**config.mk**
```make
export PLATFORM = sky130hd
export DESIGN_NAME = core_alu_unit
export DESIGN_NICKNAME = d
export VERILOG_FILES = /design/src/rtl/core_alu_signals.sv /design/src/rtl/core_alu_comb.sv /design/src/rtl/core_alu_unit.sv
export SDC_FILE = /design/constraint.sdc
export NUM_CORES = 1
export LEC_CHECK = 0
export BUFFER_PORTS_ARGS = -buffer_cell sky130_fd_sc_hd__clkbuf_2
export CAP_MARGIN = 20
export CORE_MARGIN = 2
export CORE_UTILIZATION = 50
export CTS_CLUSTER_SIZE = 40
export DETAILED_ROUTE_END_ITERATION = 10
export GPL_TIMING_DRIVEN = 1
export PLACE_DENSITY = 0.77
export SLEW_MARGIN = 20
export SYNTH_ARGS = -nofsm -noshare
export SYNTH_HDL_FRONTEND = slang
export SYNTH_SLANG_ARGS = --single-unit
```
**constraint.sdc**
```tcl
create_clock -name I_clock -period 4 [get_ports I_clock]
set_input_delay 0.8 -clock I_clock [delete_from_list [all_inputs] [get_ports I_clock]]
set_output_delay 0.8 -clock I_clock [all_outputs]
set_load 0.03 [all_outputs]
```
**src/rtl/core_alu_signals.sv**
```systemverilog
// Shared definitions for the CPU core ALU: operation codes and processor-status bit positions.
package core_alu_signals;

  typedef enum logic [4:0] {
    control_nop = 5'd0,
    control_ora = 5'd1,
    control_and = 5'd2,
    control_eor = 5'd3,
    control_adc = 5'd4,
    control_sbc = 5'd5,
    control_cmp = 5'd6,
    control_bit = 5'd7,
    control_asl = 5'd8,
    control_lsr = 5'd9,
    control_rol = 5'd10,
    control_ror = 5'd11,
    control_inc = 5'd12,
    control_dec = 5'd13,
    control_mov = 5'd14,
    control_clc = 5'd15,
    control_sec = 5'd16,
    control_clv = 5'd17
  } control_type;

  // Bit positions inside the processor status byte.
  localparam int C = 0;
  localparam int Z = 1;
  localparam int I = 2;
  localparam int D = 3;
  localparam int B = 4;
  localparam int X = 5;
  localparam int V = 6;
  localparam int N = 7;

  function automatic logic [7:0] set_nz(input logic [7:0] flags, input logic [7:0] value);
    logic [7:0] f;
    f    = flags;
    f[N] = value[7];
    f[Z] = (value == 8'h00);
    return f;
  endfunction

endpackage

```
**src/rtl/core_alu_comb.sv**
```systemverilog
// Combinational operation mux and flag logic of the ALU; no state.
module core_alu_comb
  import core_alu_signals::*;
(
  input  control_type control_i,
  input  logic        mask_p_i,
  input  logic [7:0]  lhs_i,
  input  logic [7:0]  rhs_i,
  input  logic        carry_i,
  input  logic        overflow_i,
  input  logic        sign_i,
  input  logic        zero_i,
  output logic [7:0]  result_o,
  output logic        carry_o,
  output logic        overflow_o,
  output logic        sign_o,
  output logic        zero_o
);

  logic [7:0] flags_in;
  logic [7:0] flags_op;
  logic [8:0] sum_adc;
  logic [8:0] sum_sbc;
  logic [8:0] diff_cmp;

  // Only C, Z, V and N are meaningful here; the other status bits stay 0.
  assign flags_in = {sign_i, overflow_i, 4'b0000, zero_i, carry_i};

  assign sum_adc  = {1'b0, lhs_i} + {1'b0, rhs_i}  + {8'b0, carry_i};
  assign sum_sbc  = {1'b0, lhs_i} + {1'b0, ~rhs_i} + {8'b0, carry_i};
  assign diff_cmp = {1'b0, lhs_i} + {1'b0, ~rhs_i} + 9'd1;

  always_comb begin
    result_o = lhs_i;
    flags_op = flags_in;
    case (control_i)
      control_ora: begin
        result_o = lhs_i | rhs_i;
        flags_op = set_nz(flags_in, result_o);
      end
      control_and: begin
        result_o = lhs_i & rhs_i;
        flags_op = set_nz(flags_in, result_o);
      end
      control_eor: begin
        result_o = lhs_i ^ rhs_i;
        flags_op = set_nz(flags_in, result_o);
      end
      control_adc: begin
        result_o    = sum_adc[7:0];
        flags_op    = set_nz(flags_in, sum_adc[7:0]);
        flags_op[C] = sum_adc[8];
        flags_op[V] = (lhs_i[7] == rhs_i[7]) && (sum_adc[7] != lhs_i[7]);
      end
      control_sbc: begin
        // Subtraction is addition of the inverted operand; C=1 means no borrow.
        result_o    = sum_sbc[7:0];
        flags_op    = set_nz(flags_in, sum_sbc[7:0]);
        flags_op[C] = sum_sbc[8];
        flags_op[V] = (lhs_i[7] == ~rhs_i[7]) && (sum_sbc[7] != lhs_i[7]);
      end
      control_cmp: begin
        flags_op    = set_nz(flags_in, diff_cmp[7:0]);
        flags_op[C] = diff_cmp[8];
      end
      control_bit: begin
        flags_op[Z] = ((lhs_i & rhs_i) == 8'h00);
        flags_op[N] = rhs_i[7];
        flags_op[V] = rhs_i[6];
      end
      control_asl: begin
        result_o    = {lhs_i[6:0], 1'b0};
        flags_op    = set_nz(flags_in, result_o);
        flags_op[C] = lhs_i[7];
      end
      control_lsr: begin
        result_o    = {1'b0, lhs_i[7:1]};
        flags_op    = set_nz(flags_in, result_o);
        flags_op[C] = lhs_i[0];
      end
      control_rol: begin
        result_o    = {lhs_i[6:0], carry_i};
        flags_op    = set_nz(flags_in, result_o);
        flags_op[C] = lhs_i[7];
      end
      control_ror: begin
        result_o    = {carry_i, lhs_i[7:1]};
        flags_op    = set_nz(flags_in, result_o);
        flags_op[C] = lhs_i[0];
      end
      control_inc: begin
        result_o = lhs_i + 8'd1;
        flags_op = set_nz(flags_in, result_o);
      end
      control_dec: begin
        result_o = lhs_i - 8'd1;
        flags_op = set_nz(flags_in, result_o);
      end
      control_mov: begin
        result_o = rhs_i;
        flags_op = set_nz(flags_in, result_o);
      end
      control_clc: flags_op[C] = 1'b0;
      control_sec: flags_op[C] = 1'b1;
      control_clv: flags_op[V] = 1'b0;
      // nop and the reserved codes leave everything as defaulted above.
      default: ;
    endcase
  end

  always_comb begin
    carry_o    = carry_i;
    overflow_o = overflow_i;
    sign_o     = sign_i;
    zero_o     = zero_i;
    if (mask_p_i) begin
      carry_o    = flags_op[C];
      overflow_o = flags_op[V];
      sign_o     = flags_op[N];
      zero_o     = flags_op[Z];
    end
  end

endmodule

```
**src/rtl/core_alu_unit.sv**
```systemverilog
// Registered ALU: captures the combinational result and flags on each enabled rising edge.
module core_alu_unit
  import core_alu_signals::*;
(
  input  logic        I_clock,
  input  logic        I_reset,
  input  logic        I_enable,
  input  control_type I_control,
  input  logic        I_mask_p,
  input  logic [7:0]  I_lhs,
  input  logic [7:0]  I_rhs,
  input  logic        I_carry,
  input  logic        I_overflow,
  input  logic        I_sign,
  input  logic        I_zero,
  output logic [7:0]  O_result,
  output logic        O_carry,
  output logic        O_overflow,
  output logic        O_sign,
  output logic        O_zero
);

  logic [7:0] result_d, result_q;
  logic       carry_d, carry_q;
  logic       overflow_d, overflow_q;
  logic       sign_d, sign_q;
  logic       zero_d, zero_q;

  core_alu_comb u_comb (
    .control_i  (I_control),
    .mask_p_i   (I_mask_p),
    .lhs_i      (I_lhs),
    .rhs_i      (I_rhs),
    .carry_i    (I_carry),
    .overflow_i (I_overflow),
    .sign_i     (I_sign),
    .zero_i     (I_zero),
    .result_o   (result_d),
    .carry_o    (carry_d),
    .overflow_o (overflow_d),
    .sign_o     (sign_d),
    .zero_o     (zero_d)
  );

  // Reset wins over enable; with enable low the stage simply holds.
  always_ff @(posedge I_clock) begin
    if (I_reset) begin
      result_q   <= 8'h00;
      carry_q    <= 1'b0;
      overflow_q <= 1'b0;
      sign_q     <= 1'b0;
      zero_q     <= 1'b0;
    end else if (I_enable) begin
      result_q   <= result_d;
      carry_q    <= carry_d;
      overflow_q <= overflow_d;
      sign_q     <= sign_d;
      zero_q     <= zero_d;
    end
  end

  assign O_result   = result_q;
  assign O_carry    = carry_q;
  assign O_overflow = overflow_q;
  assign O_sign     = sign_q;
  assign O_zero     = zero_q;

endmodule

```
After elaboration in Yosys (flattened, before gate mapping)
Index checks and enable logic that the tools add are counted. W data, S select, Z words.

Register bits after elaboration: 12. Input port bits: 29. Output and inout bits: 12. Logic and storage cells: 66.

Add/subtract/negate cells: 7. Eq/ne operators: 21. Mux-type cells: 9. Bitwise operators: 5. Reductions and logical operators: 19.

Operator list (number): $pmux W8 S12 (1); $logic_not A8 Y1 (11); $eq A5 B4 Y1 const B (8); $eq A5 B3 Y1 const B (4); $add A8 B8 Y9 (2); $add A9 B1 Y9 (2); $logic_not A7 Y1 (2); $pmux W1 S13 (1); $pmux W1 S12 (1); $eq A5 B2 Y1 const B (2); $eq A5 B5 Y1 const B (2); $add A9 B1 Y9 const B (1); $add A8 B1 Y8 const B (1); $and A8 B8 Y8 (1); $not A8 Y8 (1); $or A8 B8 Y8 (1); $reduce_or A2 Y1 (4); $sub A8 B1 Y8 const B (1); $xor A8 B8 Y8 (1); $pmux W1 S7 (1); $eq A5 B1 Y1 const B (1); $mux W1 (4); $pmux W1 S4 (1); $eq A1 B1 Y1 (2); 3 further kinds (5).

Logic depth before layout (Yosys ltp)
Gate-level depths: netlist of the first run.

Depth in word-level cells: 7. Mapped depth: 13. Depth with buffers taken out: 12.

Hierarchy
A second synthesis of the first run with hierarchy kept.

Cells, all modules: 434. Area total of the unflattened synthesis: 3078.0 um^2.

Modules (own cells, without submodules): core_alu_comb (times used 1, cells an instance 396, area an instance 2657.5 um^2, seq. area each 0.0 um^2); core_alu_unit (times used 1, cells an instance 38, area an instance 420.4 um^2, seq. area each 240.2 um^2).

Worst setup path after synthesis of the first run
No wires, ideal clock.

Path kind: input to register. Start: in I_lhs[0]. End: reg zero_q (netlist: O_zero). Setup time: 0.095 ns. Data arrival time: 3.324 ns. Data required time: 3.905 ns. Slack: 0.581 ns. Cell stages on the path: 13. Path buffers: 1. Path through: clkbuf_1 -> inv_1 -> fa_1 -> inv_1 -> fa_1 -> a21o_1 -> a311o_1 -> a21oi_2 -> xnor2_1 -> or4_1 -> nor3b_2 -> o221ai_1 -> o311ai_1.

Cells in the longest elaborated chain, start to end: 5. Elaborated cells between the ends (all ways): 22. Classes of those cells: add/sub: 7; mux: 2; bitwise: 3; reduce/logical: 10.

Ends and longest elaborated chain: start, declared (line core_alu_unit.sv:10) `input logic [7:0] I_lhs,`; $add A8 B8 Y9 (on tied branches) (line core_alu_comb.sv:30, core_alu_comb.sv:31, core_alu_comb.sv:29); $add A9 B1 Y9 (on tied branches) (line core_alu_comb.sv:31, core_alu_comb.sv:29, core_alu_comb.sv:30); $logic_not A8 Y1 (line core_alu_signals.sv:39) `f[Z] = (value == 8'h00);`; $pmux W1 S13 * (line core_alu_comb.sv:36) `case (control_i)`; $mux W1 * (line core_alu_comb.sv:116) `if (mask_p_i) begin`; end signal, assigned (line core_alu_unit.sv:58) `zero_q <= zero_d;`; end, declared (line core_alu_unit.sv:27) `logic zero_d, zero_q;`.

Every way passes the cells marked *; elsewhere a longest branch is shown, timed or not. A chain may end at the register's enable or synchronous reset.

Worst setup path after layout of the first run
Start: in I_lhs[1]. End: reg overflow_q (netlist: O_overflow).

Cells in the longest elaborated chain, start to end: 6. Elaborated cells between the ends (all ways): 10. Classes of those cells: add/sub: 4; eq/ne: 2; mux: 2; reduce/logical: 2.

Ends and longest elaborated chain: $add A8 B8 Y9 (on tied branches) (line core_alu_comb.sv:30, core_alu_comb.sv:29); $add A9 B1 Y9 (on tied branches) (line core_alu_comb.sv:30, core_alu_comb.sv:29); $ne A1 B1 Y1 (on tied branches) (line core_alu_comb.sv:60, core_alu_comb.sv:53); $logic_and A1 B1 Y1 (on tied branches) (line core_alu_comb.sv:60, core_alu_comb.sv:53); $pmux W1 S4 * (line core_alu_comb.sv:36); $mux W1 * (line core_alu_comb.sv:116); end signal, assigned (line core_alu_unit.sv:56) `overflow_q <= overflow_d;`; end, declared (line core_alu_unit.sv:25) `logic overflow_d, overflow_q;`.

Marked as above.

==> results of run 1 <==
==> power groups by stage <==
stage / Sequential [mW] / Combinational, mW / Clock, mW
finish: 0.133 / 0.410 / 0.130
global route: 0.134 / 0.439 / 0.137
CTS: 0.133 / 0.397 / 0.131
detailed placement: 0.136 / 0.395 / 0
global placement: 0.135 / 0.394 / 0
floorplan: 0.154 / 0.258 / 0
==> cell type report <==
cell class / instances / area [sq um] / share of cell area (%)
Tap cell: 75 / 93.8 / 2.80
Clock buffer: 4 / 55.1 / 1.64
Sequential cell: 12 / 240 / 7.18
Multi-Input combinational cell: 366 / 2550 / 76.3
Timing Repair Buffer: 54 / 305 / 9.12
Inverter: 26 / 97.6 / 2.92
==> logic make-up after synthesis <==
| family | synth area share, % |
|---|---|
| adders and majority gates | 14.8 |
| AOI/OAI and AO/OA | 30.9 |
| muxes | 1.16 |
| xor gates and xnor gates | 6.96 |
| and+or+nand+nor | 30.8 |
| buffers and inverters | 7.46 |
| DFF | 7.95 |
==> worst max-delay path by stage <==
stage	to	from	depth (start not counted)	slack [ns]
global placement	O_zero	I_lhs[0]	13	0.41
CTS	O_zero	I_lhs[0]	13	0.62
finish	O_overflow	I_lhs[1]	11	0.56
global route	O_result[7]	I_lhs[1]	11	0.39
floorplan	O_zero	I_lhs[0]	13	0.58
detailed placement	O_overflow	I_rhs[0]	12	0.39
==> cells in the final DEF, fill, tap and decap left out, types with 6 or more instances in the layout <==
cell      count
a21oi_1      22
a221oi_1     10
and3_1        6
buf_4        14
clkbuf_2     40
dfxtp_1      12
ha_1         31
inv_1        25
nand2_1      36
nand2b_1     14
nand3_1      20
nand4_1       7
nor2_1       36
nor2b_1       9
nor3_1       11
nor4_1       11
o211ai_1      7
o21ai_0      20
o221ai_1      8
xnor2_1      19
==> sequential cells by signal (all words and copies together) (netlist names) <==
signal,flops
O_result,8
O_zero,1
O_overflow,1
O_sign,1
O_carry,1
==> layer usage <==
layer	global-route usage (%)	vias to the layer above
met4	14.0	0
met5	0	-
met1	45.3	1647
met3	4.51	53
met2	55.7	263
li1	-	1683
==> metrics by stage <==
step | hold slack, ns | util [%] | std cells
after global placement | 0.439 | 55.9 | 533
after global routing | 0.488 | 56.9 | 537
after floorplan | 0.573 | - | 433
final | 0.448 | 56.9 | 537
after CTS | 0.452 | 56.9 | 537
after detailed placement | 0.445 | 55.9 | 533
==> worst reg2reg max path, cell delays in order (launching register included) <==
cell and delay [ns]:
dfxtp_1 0.31, nand2b_1 0.09, nand3_1 0.07, a31oi_1 0.15, a31oi_1 0.09
==> reports/results.ini, run 1 <==
[timing]
setup_viol = 0
clock.fmax_mhz = 291
period_minus_slack_ns = 3.44
fin_crit_sh_pct = 85.9
clock_skew_ns = 0
tightest_slew_ns = 0.792
rsz0062_at_grt = false
maxSlewViolCount = 0
hold_viol_final = 0
relSlewSlack_pct = 47.0
setup_ws_ns = 0.563
setup_tns_ns = 0

[synthesis]
yosys_warnings = 0
ys_ff_latch = 12
avgSynthCellArea_sq_um = 6.98
synth_area_leaders = ha_1, dfxtp_1, xnor2_1, nand2_1, nor2_1
synth_nets = 496
synthFlopType = dfxtp_1
synth_top_area_share_pct = 12.8
postSynthCellCount = 433
synth_common_cells = nand2_1, nor2_1, ha_1, inv_1, a21oi_1
synth_area_sq_mm = 0.00302
synth_edf_count = 0
async_flop_share_pct = 0
yosysTopAreaCell = ha_1
ys_seq_area_share_pct = 7.95
synth_cell_type_count = 70

[global_route]
grtUsageTotal_pct = 34.2
antenna_found_initial = 0
grt_max_degree = 32
grt_pass1_wl_microns = 17500
grt.overflow.total = 0
grt_pass1_vias = 3314

[floorplanning]
initial_core_util_pct = 51.3
die-area_sq_mm = 0.00668
core_area_sq_mm = 0.00589
num_rows = 28
die_w_microns = 81.7
fp.dieH_microns = 81.7
io_pins = 41

[drt]
wl_met2_microns = 5020
dr_wl_met3_microns = 1210
routed_wl_microns = 11400
drt-initial-drc-count = 458
num_vias = 3646
wl_met1_microns = 4610
drc = 0
routedWlPerCell_microns = 21.2
vias_per_cell = 6.79
drtAntennaViolNets = 0
first_pass_iters = 7
routed.top_layer = met4

[clock_tree]
root_buffer = clkbuf_8
cts_tree = done
clockBufferDepth = 2
cts.sinks = 12
cts_hold_buffers = 0
cts_inserted_buffers = 3
clk_pin_slew_ns = 0.05
clkLatencyLatePin_ns = 0.23
cts-resized-gates = 0
htree_num_levels = 1
post_cts_buffers = 0

[worst_setup_path]
worstPathCellList = clkbuf_2 -> inv_1 -> ha_1 -> nor2b_1 -> o21ai_0 -> a2111o_1 -> a31oi_4 -> nand2_1 -> xor2_1 -> mux2_4 -> o21ai_1
cpPeakStageDelay_ns = 0.44
r2r_end = O_sign
start_kind = primary input
cp-end-kind = flip-flop
critPathSlowestCell = a2111o_1
path_delay_family = compound AO/OA/AOI/OAI gates
r2r_setup_slack_ns = 3.16
critPathBufInv = 2
crit_fanout = 15
crit_arrival_ns = 3.61
r2r_cells = 4
crit_type = in -> reg
timing.rr.start = O_sign
required_ns = 4.17

[layout]
area_growth_pct = 10.8
antenna_cells = 0
drive_gt1_share_pct = 15.2
n_fill_cell = 605
design_area_sq_mm = 0.00335
nets = 526

[status]
outcome = finished clean

[pwr]
p_int_mw = 0.362
power.share.clock_pct = 19.3
switchingPower_mw = 0.311
combPwrFrac_pct = 60.9
p_leak_nw = 1.36
power_frac_seq_pct = 19.8
power_density_mw_per_mm2 = 201
power_mw = 0.673
vdd_drop_max_uv = 177
sw_frac_of_total_pct = 46.2

[worst_hold_path]
min_from = O_carry
holdPathEnd = O_carry
min_path_cells = 2
worstHoldPathType = reg -> reg

[placed_design]
place_area_sq_mm = 0.00329
pre_cts_ws_ns = 0.386
place_congestion = 1.04
port-buffer-count = 40
dpl.hpwl_microns = 8800

[job]
maxCapViolCount = 0

Power figures use the tool's default switching activity.
==> run 2, diff against run 1 <==
--- a/config.mk
+++ b/config.mk
@@ -8,11 +8,11 @@
 export BUFFER_PORTS_ARGS = -buffer_cell sky130_fd_sc_hd__clkbuf_2
 export CAP_MARGIN = 20
 export CORE_MARGIN = 2
-export CORE_UTILIZATION = 50
+export CORE_UTILIZATION = 47
 export CTS_CLUSTER_SIZE = 40
 export DETAILED_ROUTE_END_ITERATION = 10
 export GPL_TIMING_DRIVEN = 1
-export PLACE_DENSITY = 0.77
+export PLACE_DENSITY = 0.73
 export SLEW_MARGIN = 20
 export SYNTH_ARGS = -nofsm -noshare
 export SYNTH_HDL_FRONTEND = slang
==> reports/results.ini, run 2 (synthesized netlist as in run 1, its figures left out) <==
[status]
outcome = finished clean

[worst_setup_path]
critPathSlowestCell = fa_1
worstPathCellList = clkbuf_2 -> inv_1 -> fa_1 -> inv_1 -> fa_1 -> a21o_1 -> a311o_1 -> a21oi_2 -> xnor2_1 -> or4_1 -> nor3b_2 -> o221ai_1 -> o311ai_1
required_ns = 4.15
r2r_cells = 4
cpPeakStageDelay_ns = 0.44
cp-end-kind = flip-flop
crit_arrival_ns = 3.67
crit_fanout = 14
timing.rr.start = O_sign
start_kind = primary input
r2r_end = O_sign
crit_type = in -> reg
r2r_setup_slack_ns = 3.11

[placed_design]
pre_cts_ws_ns = 0.285
place_congestion = 1.02
port-buffer-count = 40
dp_cells = 531
dpl.hpwl_microns = 8300

[floorplanning]
fp.dieH_microns = 84.2
core_area_sq_mm = 0.00628
num_rows = 29
die-area_sq_mm = 0.00708
initial_core_util_pct = 48.1
die_w_microns = 84.2
io_pins = 41

[drt]
num_vias = 3544
drt-initial-drc-count = 460
routedWlPerCell_microns = 20.0
drtAntennaViolNets = 0
drc = 0
vias_per_cell = 6.62
first_pass_iters = 5
routed_wl_microns = 10700

[layout]
regArea_sq_um = 240
drive_gt1_share_pct = 14.4
final_common_cell = clkbuf_2
fin_cells = 535
post-route-util_pct = 52.9
antenna_cells = 0
mostFrequentLayoutCells = clkbuf_2, nand2_1, nor2_1, ha_1, inv_1
nets = 522
n_fill_cell = 622
largest_reg_flops = 8
multi_input_area_sq_mm = 0.00255
area_growth_pct = 9.90

[clock_tree]
clkLatencyLatePin_ns = 0.24
cts_tree = done
post_cts_buffers = 0
cts_inserted_buffers = 3
htree_num_levels = 1
cts.sinks = 12
cts-resized-gates = 0
root_buffer = clkbuf_8
cts_hold_buffers = 0
clockBufferDepth = 2
clk_pin_slew_ns = 0.05

[timing]
clock.fmax_mhz = 284
setup_tns_ns = 0
tightest_slew_ns = 0.957
setup_viol = 0
clock_skew_ns = 0
relSlewSlack_pct = 35.7
maxSlewViolCount = 0
setup_ws_ns = 0.480
fin_crit_sh_pct = 88.0
hold_viol_final = 0
period_minus_slack_ns = 3.52
rsz0062_at_grt = false

[pwr]
vdd_drop_max_uv = 212
p_leak_nw = 1.34
power_density_mw_per_mm2 = 201

[worst_hold_path]
holdPathEnd = O_carry
min_path_cells = 2
min_from = O_carry
worstHoldPathType = reg -> reg

[global_route]
grt_pass1_wl_microns = 17000
grt_max_degree = 32
grt_pass1_vias = 3352
antenna_found_initial = 0
grt.overflow.total = 0
grtUsageTotal_pct = 29.6

[job]
maxCapViolCount = 0

run 2: cell count changes in the layout (fill, tap and decap cells not counted), sizes merged:
| cell | previous run | this run |
|---|---|---|
| buf | 14 | 10 |
run 2: layer usage:
layer / track usage [%] / wire length, microns / up-vias
met5: 0 / 0 / -
met2: 45.7 / 4530 / 256
met4: 15.2 / 586 / 0
met3: 5.90 / 1180 / 43
li1: - / - / 1664
met1: 39.0 / 4410 / 1581
run 2: where the power goes:
| part | total, mW | internal (mW) | switching (mW) |
|---|---|---|---|
| Combinational | 0.401 | 0.144 | 0.257 |
| Clock | 0.133 | 0.0870 | 0.0456 |
| Sequential | 0.133 | 0.129 | 0.00425 |
| Total | 0.667 | 0.360 | 0.307 |
run 2: final cells by class:
type | count | area share, %
inverters | 26 | 2.94
multi-input cells | 366 | 77.0
clock buffers | 4 | 1.66
repair buffers | 50 | 8.29
flip-flops and latches | 12 | 7.24
well taps | 77 | 2.90
run 2: critical path: cells and delay by family:
family | cells | cell delay (ns)
AO/OA/AOI/OAI | 5 | 0.98
XOR/XNOR | 1 | 0.10
adder cells (fa/ha/maj) | 2 | 0.67
buffers and inverters | 3 | 0.51
AND/OR/NAND/NOR | 2 | 0.60
run 2: through the flow:
| stage | hold slack [ns] | power [mW] | area, sq um |
|---|---|---|---|
| floorplan | 0.573 | 0.412 | 3020 |
| global placement | 0.439 | 0.522 | 3260 |
| detailed placement | 0.449 | 0.524 | 3260 |
| CTS | 0.456 | 0.657 | 3320 |
| global route | 0.471 | 0.705 | 3320 |
| finish | 0.451 | 0.667 | 3320 |
run 2: worst max path at each step:
| stage | start | to | slack [ns] | depth (start not counted) |
|---|---|---|---|---|
| after floorplan | I_lhs[0] | O_zero | 0.58 | 13 |
| after global placement | I_lhs[0] | O_zero | 0.35 | 13 |
| after detailed placement | I_lhs[0] | O_zero | 0.29 | 13 |
| after CTS | I_lhs[0] | O_zero | 0.54 | 13 |
| after global routing | I_lhs[0] | O_zero | 0.34 | 13 |
| final | I_lhs[0] | O_zero | 0.48 | 13 |
==> run 3, diff against run 2 <==
--- a/config.mk
+++ b/config.mk
@@ -8,11 +8,11 @@
 export BUFFER_PORTS_ARGS = -buffer_cell sky130_fd_sc_hd__clkbuf_2
 export CAP_MARGIN = 20
 export CORE_MARGIN = 2
-export CORE_UTILIZATION = 47
+export CORE_UTILIZATION = 55
 export CTS_CLUSTER_SIZE = 40
 export DETAILED_ROUTE_END_ITERATION = 10
 export GPL_TIMING_DRIVEN = 1
-export PLACE_DENSITY = 0.73
+export PLACE_DENSITY = 0.83
 export SLEW_MARGIN = 20
 export SYNTH_ARGS = -nofsm -noshare
 export SYNTH_HDL_FRONTEND = slang
==> reports/results.ini, run 3 (synthesized netlist as in run 1, its figures left out) <==
[global_route]
grt_max_degree = 32
grt_pass1_wl_microns = 17100
grt_pass1_vias = 3220
grt.overflow.total = 0
grtUsageTotal_pct = 35.7
antenna_found_initial = 0

[clock_tree]
cts.sinks = 12
root_buffer = clkbuf_8
clkLatencyLatePin_ns = 0.24
clk_pin_slew_ns = 0.05
cts_tree = done
cts_hold_buffers = 0
htree_num_levels = 1
post_cts_buffers = 0
clockBufferDepth = 2
cts_inserted_buffers = 3
cts-resized-gates = 0

[layout]
antenna_cells = 0
n_fill_cell = 511
area_growth_pct = 9.15
fin_cells = 527
drive_gt1_share_pct = 14.2
final_common_cell = clkbuf_2
mostFrequentLayoutCells = clkbuf_2, nand2_1, nor2_1, ha_1, inv_1
nets = 522
largest_reg_flops = 8

[pwr]
p_int_mw = 0.340
vdd_drop_max_uv = 144
power_mw = 0.646
p_leak_nw = 1.33
power.share.clock_pct = 16.5
power_frac_seq_pct = 20.6
power_density_mw_per_mm2 = 196
switchingPower_mw = 0.306
sw_frac_of_total_pct = 47.4
combPwrFrac_pct = 62.8

[floorplanning]
fp.dieH_microns = 78.1
initial_core_util_pct = 58.0
die_w_microns = 78.1
core_area_sq_mm = 0.00520
die-area_sq_mm = 0.00610
io_pins = 41
num_rows = 26

[worst_setup_path]
start_kind = primary input
crit_arrival_ns = 3.71
crit_fanout = 14
crit_type = in -> reg
cp-end-kind = flip-flop
critPathSlowestCell = a2111o_1
required_ns = 4.17
worstPathCellList = clkbuf_2 -> ha_1 -> fa_1 -> nor2b_1 -> o21a_1 -> a2111o_1 -> a31oi_4 -> nand2_1 -> xor2_1 -> mux2_4 -> o21ai_1
cpPeakStageDelay_ns = 0.45

[placed_design]
dpl.hpwl_microns = 8450
place_congestion = 1.03
port-buffer-count = 40
pre_cts_ws_ns = 0.273
dp_cells = 524

[drt]
num_vias = 3595
drtAntennaViolNets = 0
vias_per_cell = 6.82
routedWlPerCell_microns = 20.8
drc = 0
drt-initial-drc-count = 602
first_pass_iters = 7
routed_wl_microns = 11000

[timing]
setup_ws_ns = 0.465
setup_viol = 0
worst_hold_slack_ns = 0.453
tightest_slew_ns = 0.858
fin_crit_sh_pct = 88.4
rsz0062_at_grt = false
relSlewSlack_pct = 42.3
clock.fmax_mhz = 283
setup_tns_ns = 0
period_minus_slack_ns = 3.53
clock_skew_ns = 0
hold_viol_final = 0
maxSlewViolCount = 0

[status]
outcome = finished clean

[worst_hold_path]
worstHoldPathType = reg -> reg

[job]
maxCapViolCount = 0

## run 3: routing by layer
| metal | share of wire [%] | GRT usage, % | vias to the layer above |
|---|---|---|---|
| met5 | 0 | 0 | - |
| met3 | 12 | 6.90 | 42 |
| met4 | 4.4 | 16.1 | 0 |
| li1 | - | - | 1661 |
| met1 | 40 | 48.0 | 1630 |
| met2 | 43 | 55.3 | 262 |
## run 3: path summary, 6_finish.rpt
kind	from	endpoint	slack (ns)	cells after the start
setup reg to reg	O_sign	O_sign	3.11	4
hold reg to reg	O_carry	O_carry	0.45	2
hold / removal	O_carry	O_carry	0.45	2
setup / recovery	I_lhs[0]	O_overflow	0.47	11
## run 3: cell type report
type                    count  area, sq um  area share [%]
clock buffers               3         41.3            1.25
inverters                  26         97.6            2.96
multi-input cells         366         2550            77.5
flip-flops and latches     12          240            7.29
well taps                  70         87.6            2.66
repair buffers             50          275            8.35
## run 3: power groups by stage
| stage | Sequential, mW | Combinational [mW] | Clock [mW] |
|---|---|---|---|
| finish | 0.133 | 0.406 | 0.107 |
| floorplan | 0.154 | 0.258 | 0 |
| global route | 0.134 | 0.435 | 0.113 |
| CTS | 0.133 | 0.393 | 0.109 |
| global placement | 0.135 | 0.386 | 0 |
| detailed placement | 0.136 | 0.390 | 0 |
## run 3: critical path, delay by kind of cell
family          cells  cell delay (ns)
compound gates      4             0.99
xor+xnor            1             0.34
fa+ha+maj           2             0.73
buf+inv             1             0.23
mux                 1             0.33
simple gates        2             0.29
## run 3: metrics by stage
step | util [%] | area [sq um]
after floorplan | - | 3020
after global placement | 62.5 | 3260
after detailed placement | 62.5 | 3260
after CTS | 63.3 | 3300
after global routing | 63.3 | 3300
final | 63.3 | 3300
